`src/rtl/memory_pkg.sv`:
```
// memory_pkg: shared types and sizes for the memory_if responder.
//   resp_state_t : responder FSM states (SCRUB after reset, then READY).
//   ADDR_W/DATA_W/DEPTH : geometry of the 256 x 8 byte-addressable array.
package memory_pkg;

    localparam int ADDR_W = 8;
    localparam int DATA_W = 8;
    localparam int DEPTH  = 256;

    typedef enum logic {
        SCRUB = 1'b0,
        READY = 1'b1
    } resp_state_t;

endpackage

```
`src/rtl/memory_if.sv`:
```
// memory_if: simple single-cycle memory request/response bundle.
//   addr, ren, wen, wdata : driven by the requester.
//   rdata                 : driven by the responder, combinational from addr/ren.
// Handshake: there is no valid/ready pair. A request is the level of ren/wen
// in a cycle; the responder either serves it in that cycle (read data visible
// before the next edge, write committed at the next edge) or ignores it.
// Modports:
//   request  : requester side (DMA copier, bench drivers).
//   response : responder side (memory_responder).
interface memory_if;
    import memory_pkg::*;

    logic [ADDR_W-1:0] addr;
    logic              ren;
    logic              wen;
    logic [DATA_W-1:0] wdata;
    logic [DATA_W-1:0] rdata;

    modport request  (output addr, ren, wen, wdata, input  rdata);
    modport response (input  addr, ren, wen, wdata, output rdata);

endinterface

```
`src/rtl/sat_counter.sv`:
```
// sat_counter: W-bit up counter with enable and synchronous clear.
//   CLK, RST : clock, asynchronous active-high reset (count -> 0).
//   en       : increment this cycle.
//   clr      : synchronous clear, wins over en.
//   count    : current value.
//   sat      : high when count is all-ones.
// The counter itself wraps; the owner stops at all-ones by gating en with sat,
// which keeps the saturation decision visible next to the access logic.
module sat_counter #(
    parameter int W = 16
) (
    input  logic         CLK,
    input  logic         RST,
    input  logic         en,
    input  logic         clr,
    output logic [W-1:0] count,
    output logic         sat
);

    assign sat = &count;

    always_ff @(posedge CLK or posedge RST) begin
        if (RST) begin
            count <= '0;
        end else if (clr) begin
            count <= '0;
        end else if (en) begin
            count <= count + 1'b1;
        end
    end

endmodule

```
`src/rtl/memory_responder.sv`:
```
// memory_responder: responder end of memory_if backed by a 256 x 8 array.
//   CLK, RST  : clock, asynchronous active-high reset.
//   memif     : memory_if.response (addr/ren/wen/wdata in, rdata out).
//   clr_stats : synchronous clear of rd_count, wr_count and err.
//   init_done : high once the post-reset scrub has written every byte.
//   rd_count  : accepted reads, saturating at all-ones.
//   wr_count  : accepted writes, saturating at all-ones.
//   err       : sticky flag for protocol errors (request during scrub,
//               simultaneous ren/wen, protected write).
// Optional feature macro: WRITE_PROTECT_EN adds parameter WP_LIMIT; writes to
// addresses below it are dropped and flagged. The scrub ignores protection.
module memory_responder
    import memory_pkg::*;
#(
    parameter logic [DATA_W-1:0] INIT_VAL = 8'h00,
    parameter int                CNT_W    = 16
`ifdef WRITE_PROTECT_EN
    ,
    parameter logic [ADDR_W-1:0] WP_LIMIT = 8'h10
`endif
) (
    input  logic             CLK,
    input  logic             RST,
    memory_if.response       memif,
    input  logic             clr_stats,
    output logic             init_done,
    output logic [CNT_W-1:0] rd_count,
    output logic [CNT_W-1:0] wr_count,
    output logic             err
);

    resp_state_t       state_q, state_d;
    logic [ADDR_W-1:0] scrub_ptr_q, scrub_ptr_d;

    logic [DATA_W-1:0] mem [DEPTH];

    logic              ready;
    logic              wr_blocked;
    logic              rd_acc;
    logic              wr_acc;
    logic              err_set;
    logic              mem_we;
    logic [ADDR_W-1:0] mem_waddr;
    logic [DATA_W-1:0] mem_wdata;
    logic              rd_sat;
    logic              wr_sat;

    // ---------------- FSM ----------------
    always_ff @(posedge CLK or posedge RST) begin
        if (RST) begin
            state_q     <= SCRUB;
            scrub_ptr_q <= '0;
        end else begin
            state_q     <= state_d;
            scrub_ptr_q <= scrub_ptr_d;
        end
    end

    always_comb begin
        state_d     = state_q;
        scrub_ptr_d = scrub_ptr_q;
        case (state_q)
            SCRUB: begin
                scrub_ptr_d = scrub_ptr_q + 1'b1;
                // Last byte written this cycle; init_done follows at this edge.
                if (&scrub_ptr_q) begin
                    state_d = READY;
                end
            end
            READY: begin
                state_d = READY;
            end
            default: begin
                state_d = SCRUB;
            end
        endcase
    end

    assign ready     = (state_q == READY);
    assign init_done = ready;

    // ---------------- Request decode ----------------
`ifdef WRITE_PROTECT_EN
    assign wr_blocked = (memif.addr < WP_LIMIT);
`else
    assign wr_blocked = 1'b0;
`endif

    assign rd_acc  = ready & memif.ren;
    assign wr_acc  = ready & memif.wen & ~wr_blocked;
    assign err_set = (~ready & (memif.ren | memif.wen))
                   | (ready & memif.ren & memif.wen)
                   | (ready & memif.wen & wr_blocked);

    // Read data is combinational so the requester captures it at the next edge.
    // On a simultaneous read/write this still shows the pre-write contents.
    assign memif.rdata = rd_acc ? mem[memif.addr] : '0;

    // ---------------- Array write port ----------------
    // One port shared by the scrub and requester writes; the FSM state picks.
    always_comb begin
        mem_we    = 1'b0;
        mem_waddr = memif.addr;
        mem_wdata = memif.wdata;
        if (!ready) begin
            mem_we    = 1'b1;
            mem_waddr = scrub_ptr_q;
            mem_wdata = INIT_VAL;
        end else if (wr_acc) begin
            mem_we    = 1'b1;
        end
    end

    // Array has no reset; nothing is committed while RST is held so an
    // in-flight write during reset is lost rather than landing at the edge.
    always_ff @(posedge CLK) begin
        if (mem_we && !RST) begin
            mem[mem_waddr] <= mem_wdata;
        end
    end

    // ---------------- Sticky error ----------------
    always_ff @(posedge CLK or posedge RST) begin
        if (RST) begin
            err <= 1'b0;
        end else if (clr_stats) begin
            err <= 1'b0;
        end else if (err_set) begin
            err <= 1'b1;
        end
    end

    // ---------------- Access counters ----------------
    sat_counter #(.W(CNT_W)) u_rd_cnt (
        .CLK   (CLK),
        .RST   (RST),
        .en    (rd_acc & ~rd_sat),
        .clr   (clr_stats),
        .count (rd_count),
        .sat   (rd_sat)
    );

    sat_counter #(.W(CNT_W)) u_wr_cnt (
        .CLK   (CLK),
        .RST   (RST),
        .en    (wr_acc & ~wr_sat),
        .clr   (clr_stats),
        .count (wr_count),
        .sat   (wr_sat)
    );

endmodule

```
`src/flat_wrapper.sv`:
```
// flat-port wrapper written by rule: the top's interface ports become plain ports
module memory_responder_flat import memory_pkg::*;
#(
    parameter logic [DATA_W-1:0] INIT_VAL = 8'h00,
    parameter int                CNT_W    = 16

)
  (CLK, RST, clr_stats, init_done, rd_count, wr_count, err, memif_addr, memif_ren, memif_wen, memif_wdata, memif_rdata);
  memory_if memif_i ();
  input  logic CLK;
  input  logic RST;
  input  logic clr_stats;
  output logic init_done;
  output logic [CNT_W-1:0] rd_count;
  output logic [CNT_W-1:0] wr_count;
  output logic err;
  input wire logic [$bits(memif_i.addr)-1:0] memif_addr;
  input wire logic [$bits(memif_i.ren)-1:0] memif_ren;
  input wire logic [$bits(memif_i.wen)-1:0] memif_wen;
  input wire logic [$bits(memif_i.wdata)-1:0] memif_wdata;
  output wire logic [$bits(memif_i.rdata)-1:0] memif_rdata;
  assign memif_i.addr = memif_addr;
  assign memif_i.ren = memif_ren;
  assign memif_i.wen = memif_wen;
  assign memif_i.wdata = memif_wdata;
  assign memif_rdata = memif_i.rdata;
  memory_responder #(.INIT_VAL(INIT_VAL), .CNT_W(CNT_W)) u_core (.CLK(CLK), .RST(RST), .memif(memif_i), .clr_stats(clr_stats), .init_done(init_done), .rd_count(rd_count), .wr_count(wr_count), .err(err));
endmodule
```
`config.mk`:
```
export PLATFORM = sky130hd
export DESIGN_NAME = memory_responder_flat
export DESIGN_NICKNAME = d
export VERILOG_FILES = /design/src/rtl/memory_pkg.sv /design/src/rtl/memory_if.sv /design/src/rtl/sat_counter.sv /design/src/rtl/memory_responder.sv /design/src/flat_wrapper.sv
export SDC_FILE = /design/constraint.sdc
export NUM_CORES = 2
export LEC_CHECK = 0
export BUFFER_PORTS_ARGS = -buffer_cell sky130_fd_sc_hd__clkbuf_2
export CAP_MARGIN = 20
export CORE_UTILIZATION = 43
export DETAILED_ROUTE_END_ITERATION = 12
export PLACE_DENSITY_LB_ADDON = 0.3
export SLEW_MARGIN = 10
export SYNTH_ARGS = -nofsm -noshare
export SYNTH_HDL_FRONTEND = slang
export SYNTH_SLANG_ARGS = --single-unit
```
`constraint.sdc`:
```
create_clock -name CLK -period 7.6 [get_ports CLK]
set_clock_uncertainty 0.1 [all_clocks]
set_input_delay 1.52 -clock CLK [delete_from_list [all_inputs] [get_ports CLK]]
set_output_delay 1.52 -clock CLK [all_outputs]
set_load 0.005 [all_outputs]
```
==> impl_results.md <==
- Outcome: completed
- Final ANT Viol Nets: 0
- Fin util: 0.484
- Gate Count Post-Synth: 4233
- Final Cycle Share: 0.948
- Clock Tree Root: clkbuf_16
- DR iter-0 viols: 6180
- Hold Buf Count CTS: 0
- Die ar.: 196000 sq um
- Placed Cells: 6723
- Crit. End Element: output pin
- Final min period: 7200 ps
- Lkg Pwr: 0.0252 uW
- Clk_lat worst skew: 860 ps
- DRC: 0
- First-pass DRT Iterations: 6
- Drt wl/cell: 32.8 um
- Initial antenna violation count: 8
- R2R Path End: u_core.mem[239][0]
- FF+latch count, synth: 2090
- Count of cell types in the netlist: 88
- Number of synthesized flops with an enable pin: 2048
- Starting Density: 0.434
- P&R area growth vs syn: 11.6%
- CP arrival: 5580 ps
- Die X: 443 um
- Crit Path Class: input port to output pin
- YS warnings: 0
- Peak VDD IR: 0.000248 V
- Mapped Nets: 4257
- Num CTS Buffers: 206
- CTS tree: built
- Num ports: 63
- Worst setup startpoint: memif_addr[0]
- Actual slew at the worst max-slew pin: 1280 ps
- Layout cells sized above 1: 0.178
- Worst Hold Class: flip-flop to flip-flop
- Clk slew on worst S/H paths: 60 ps
- Htree depth: 4
- Final Hold Viols: 0
- Largest net degree at the start of global routing: 229
- Placed inst area: 86500 sq um
- Largest family of logic cells by synthesized area: multiplexers
- Final WL: 233000 um
- FP Rows: 161
- Multi-input logic area: 18800 sq um
- Synth top area share: 0.736
- Worst reg-to-reg path cell count: 6
- Predominant post-synthesis flop cell: edfxtp_1
- Setup crit start kind: input port
- Non-filler instance count after layout: 7113
- Port Buffers: 62
- Core area: 193000 sq um
- Die height: 443 um
- Worst EP required: 5980 ps
- Bufs on Longest Clock Path: 3
- Routability congestion estimate: 0.947
- R2R Setup Slk: 2910 ps
- Compound-Gate Fraction of Synth Area: 0.0378
- Yosys top cell by area: edfxtp_1
- Mapped Area: 83600 sq um
- Global-route wire length before repair: 328000 um
- Postcts setup bufs: 0
- Via density: 6.22
- Max-Cap Viols: 0
- Worst Setup EP: memif_rdata[3]
- Reg-to-Reg Start: u_core.init_done
- PwrDens: 251 nW/um^2
- Nets: 4434
- RSZ-0062 raised after global routing: no
- Register area: 62600 sq um
- Seq/Total Area, Yosys: 0.748
- Syn Area/Cell: 19.8 sq um
- Fmax: 139 MHz
- Clock sink total: 2090
- Synthesized-area fraction occupied by adder cells: 0.000449
- Cts repair resizes: 0
- Async S/R FF share, synth: 0.0201
- DP Wirelength: 149000 um
- Via count: 44300
- Vias in the first global route: 43000
- Post-Synth XOR/XNOR Area: 0.00325
- Most area-consuming cells after synthesis: edfxtp_1, mux4_2, mux4_1, mux2i_1, nor2_1
- GRT Overall Usage: 0.235
- Post-Synth Simple-Gate Area: 0.0407
- Proportion of synthesized area in mux cells: 0.142
- Layout fillers: 15700
- Pins Over Slew Limit: 0
- Final setup vio count: 0
- Crit Path Max Fanout: 40
- Relative slew slack: 0.149
- Design area: 93300 sq um
- GRT overflow: 0
-- how the worst min path moves through the flow --
stage               cells after the start                     to  slack [ps]             startpoint
global route                            1  u_core.scrub_ptr_q[5]         470  u_core.scrub_ptr_q[5]
detailed placement                      2             u_core.err         420             u_core.err
finish                                  2             u_core.err         430             u_core.err
floorplan                               1  u_core.scrub_ptr_q[5]         390  u_core.scrub_ptr_q[5]
CTS                                     2             u_core.err         430             u_core.err
global placement                        2             u_core.err         410             u_core.err
-- cells in the final DEF (no fill, tap or decap), types with 11 or more instances in the layout --
cell / netlist / final
o22ai_1: 96 / 96
nand2b_1: 14 / 13
edfxtp_1: 2048 / 2048
a21oi_1: 51 / 51
o221ai_1: 82 / 82
buf_4: 28 / 131
clkbuf_2: 1 / 58
dfrtp_1: 42 / 41
nand3_1: 41 / 41
buf_12: 23 / 28
and2_1: 21 / 13
clkbuf_16: 0 / 208
nor2_1: 343 / 343
clkinv_2: 0 / 34
nand4_1: 27 / 27
nand2_1: 123 / 122
mux4_1: 133 / 133
a2111oi_0: 17 / 15
mux2i_1: 267 / 267
clkbuf_1: 73 / 30
nor3_1: 92 / 92
nor4_1: 21 / 21
clkinv_1: 0 / 58
o21ai_0: 49 / 49
xnor2_1: 28 / 28
o32ai_1: 22 / 22
or3_1: 14 / 14
a22oi_1: 11 / 11
mux4_2: 250 / 250
inv_1: 16 / 14
a211oi_1: 37 / 37
bufinv_16: 0 / 24
-- critical path: stages --
cell	delay, ps
buf_8	440
buf_4	490
mux2i_1	160
o221ai_1	300
a21oi_1	280
nor4_1	940
nand4_1	400
o22ai_1	670
buf_4	220
clkbuf_2	100
-- cells by family (layout without fill, tap and decap cells) --
family | count (synthesis) | after routing
AOI/OAI and AO/OA | 434 | 434
adders and majority gates | 3 | 3
other | 0 | 8
muxes | 660 | 660
DFF | 2090 | 2090
xor gates and xnor gates | 31 | 31
buffers and inverters | 273 | 619
and+or+nand+nor | 742 | 742
-- registers in the layout, indices dropped and copies added, names as in the netlist --
name / count
u_core.mem: 2048
u_core.init_done: 1
u_core.u_rd_cnt.count: 16
u_core.scrub_ptr_q: 8
u_core.u_wr_cnt.count: 16
u_core.err: 1
-- metal layers --
metal | track usage | routed length (um)
met3 | 0.0452 | 21800
met1 | 0.326 | 92100
met5 | 0 | 30
met4 | 0.0994 | 10700
met2 | 0.364 | 109000
-- where the power goes --
| group | total [uW] | switching, uW | internal (uW) |
|---|---|---|---|
| sequential | 12500 | 0.486 | 12500 |
| clock | 10300 | 4420 | 5830 |
| combinational | 675 | 443 | 232 |
| total | 23400 | 4860 | 18500 |
-- final cells by class --
class,instances,area share
Sequential cell,2090,0.670
Multi-Input combinational cell,1870,0.202
Clock buffer,238,0.0570
Tap cell,2526,0.0339
Timing Repair Buffer,224,0.0205
Clock inverter,139,0.0155
Inverter,18,0.000751
Antenna cell,8,0.000215
-- cell usage after synthesis (11+ instances only) --
| library cell | n |
|---|---|
| edfxtp_1 | 2048 |
| nor2_1 | 343 |
| mux2i_1 | 267 |
| mux4_2 | 250 |
| mux4_1 | 133 |
| nand2_1 | 123 |
| o22ai_1 | 96 |
| nor3_1 | 92 |
| o221ai_1 | 82 |
| clkbuf_1 | 73 |
| a21oi_1 | 51 |
| o21ai_0 | 49 |
| buf_2 | 46 |
| dfrtp_1 | 42 |
| nand3_1 | 41 |
| a211oi_1 | 37 |
| buf_4 | 28 |
| xnor2_1 | 28 |
| clkbuf_8 | 27 |
| nand4_1 | 27 |
| buf_12 | 23 |
| buf_6 | 23 |
| buf_8 | 23 |
| o32ai_1 | 22 |
| and2_1 | 21 |
| nor4_1 | 21 |
| a2111oi_0 | 17 |
| inv_1 | 16 |
| nand2b_1 | 14 |
| or3_1 | 14 |
| a22oi_1 | 11 |
-- through the flow --
stage / setup TNS, ps / hold slack, ps / power (uW) / setup slack [ps]
floorplan: 0 / 387 / 13200 / 1890
global placement: -620 / 408 / 13400 / -620
detailed placement: 0 / 421 / 13400 / 484
CTS: 0 / 433 / 23500 / 472
global route: 0 / 469 / 23900 / 475
finish: 0 / 429 / 23400 / 396
Note: power is estimated with default switching activity, not from simulation.
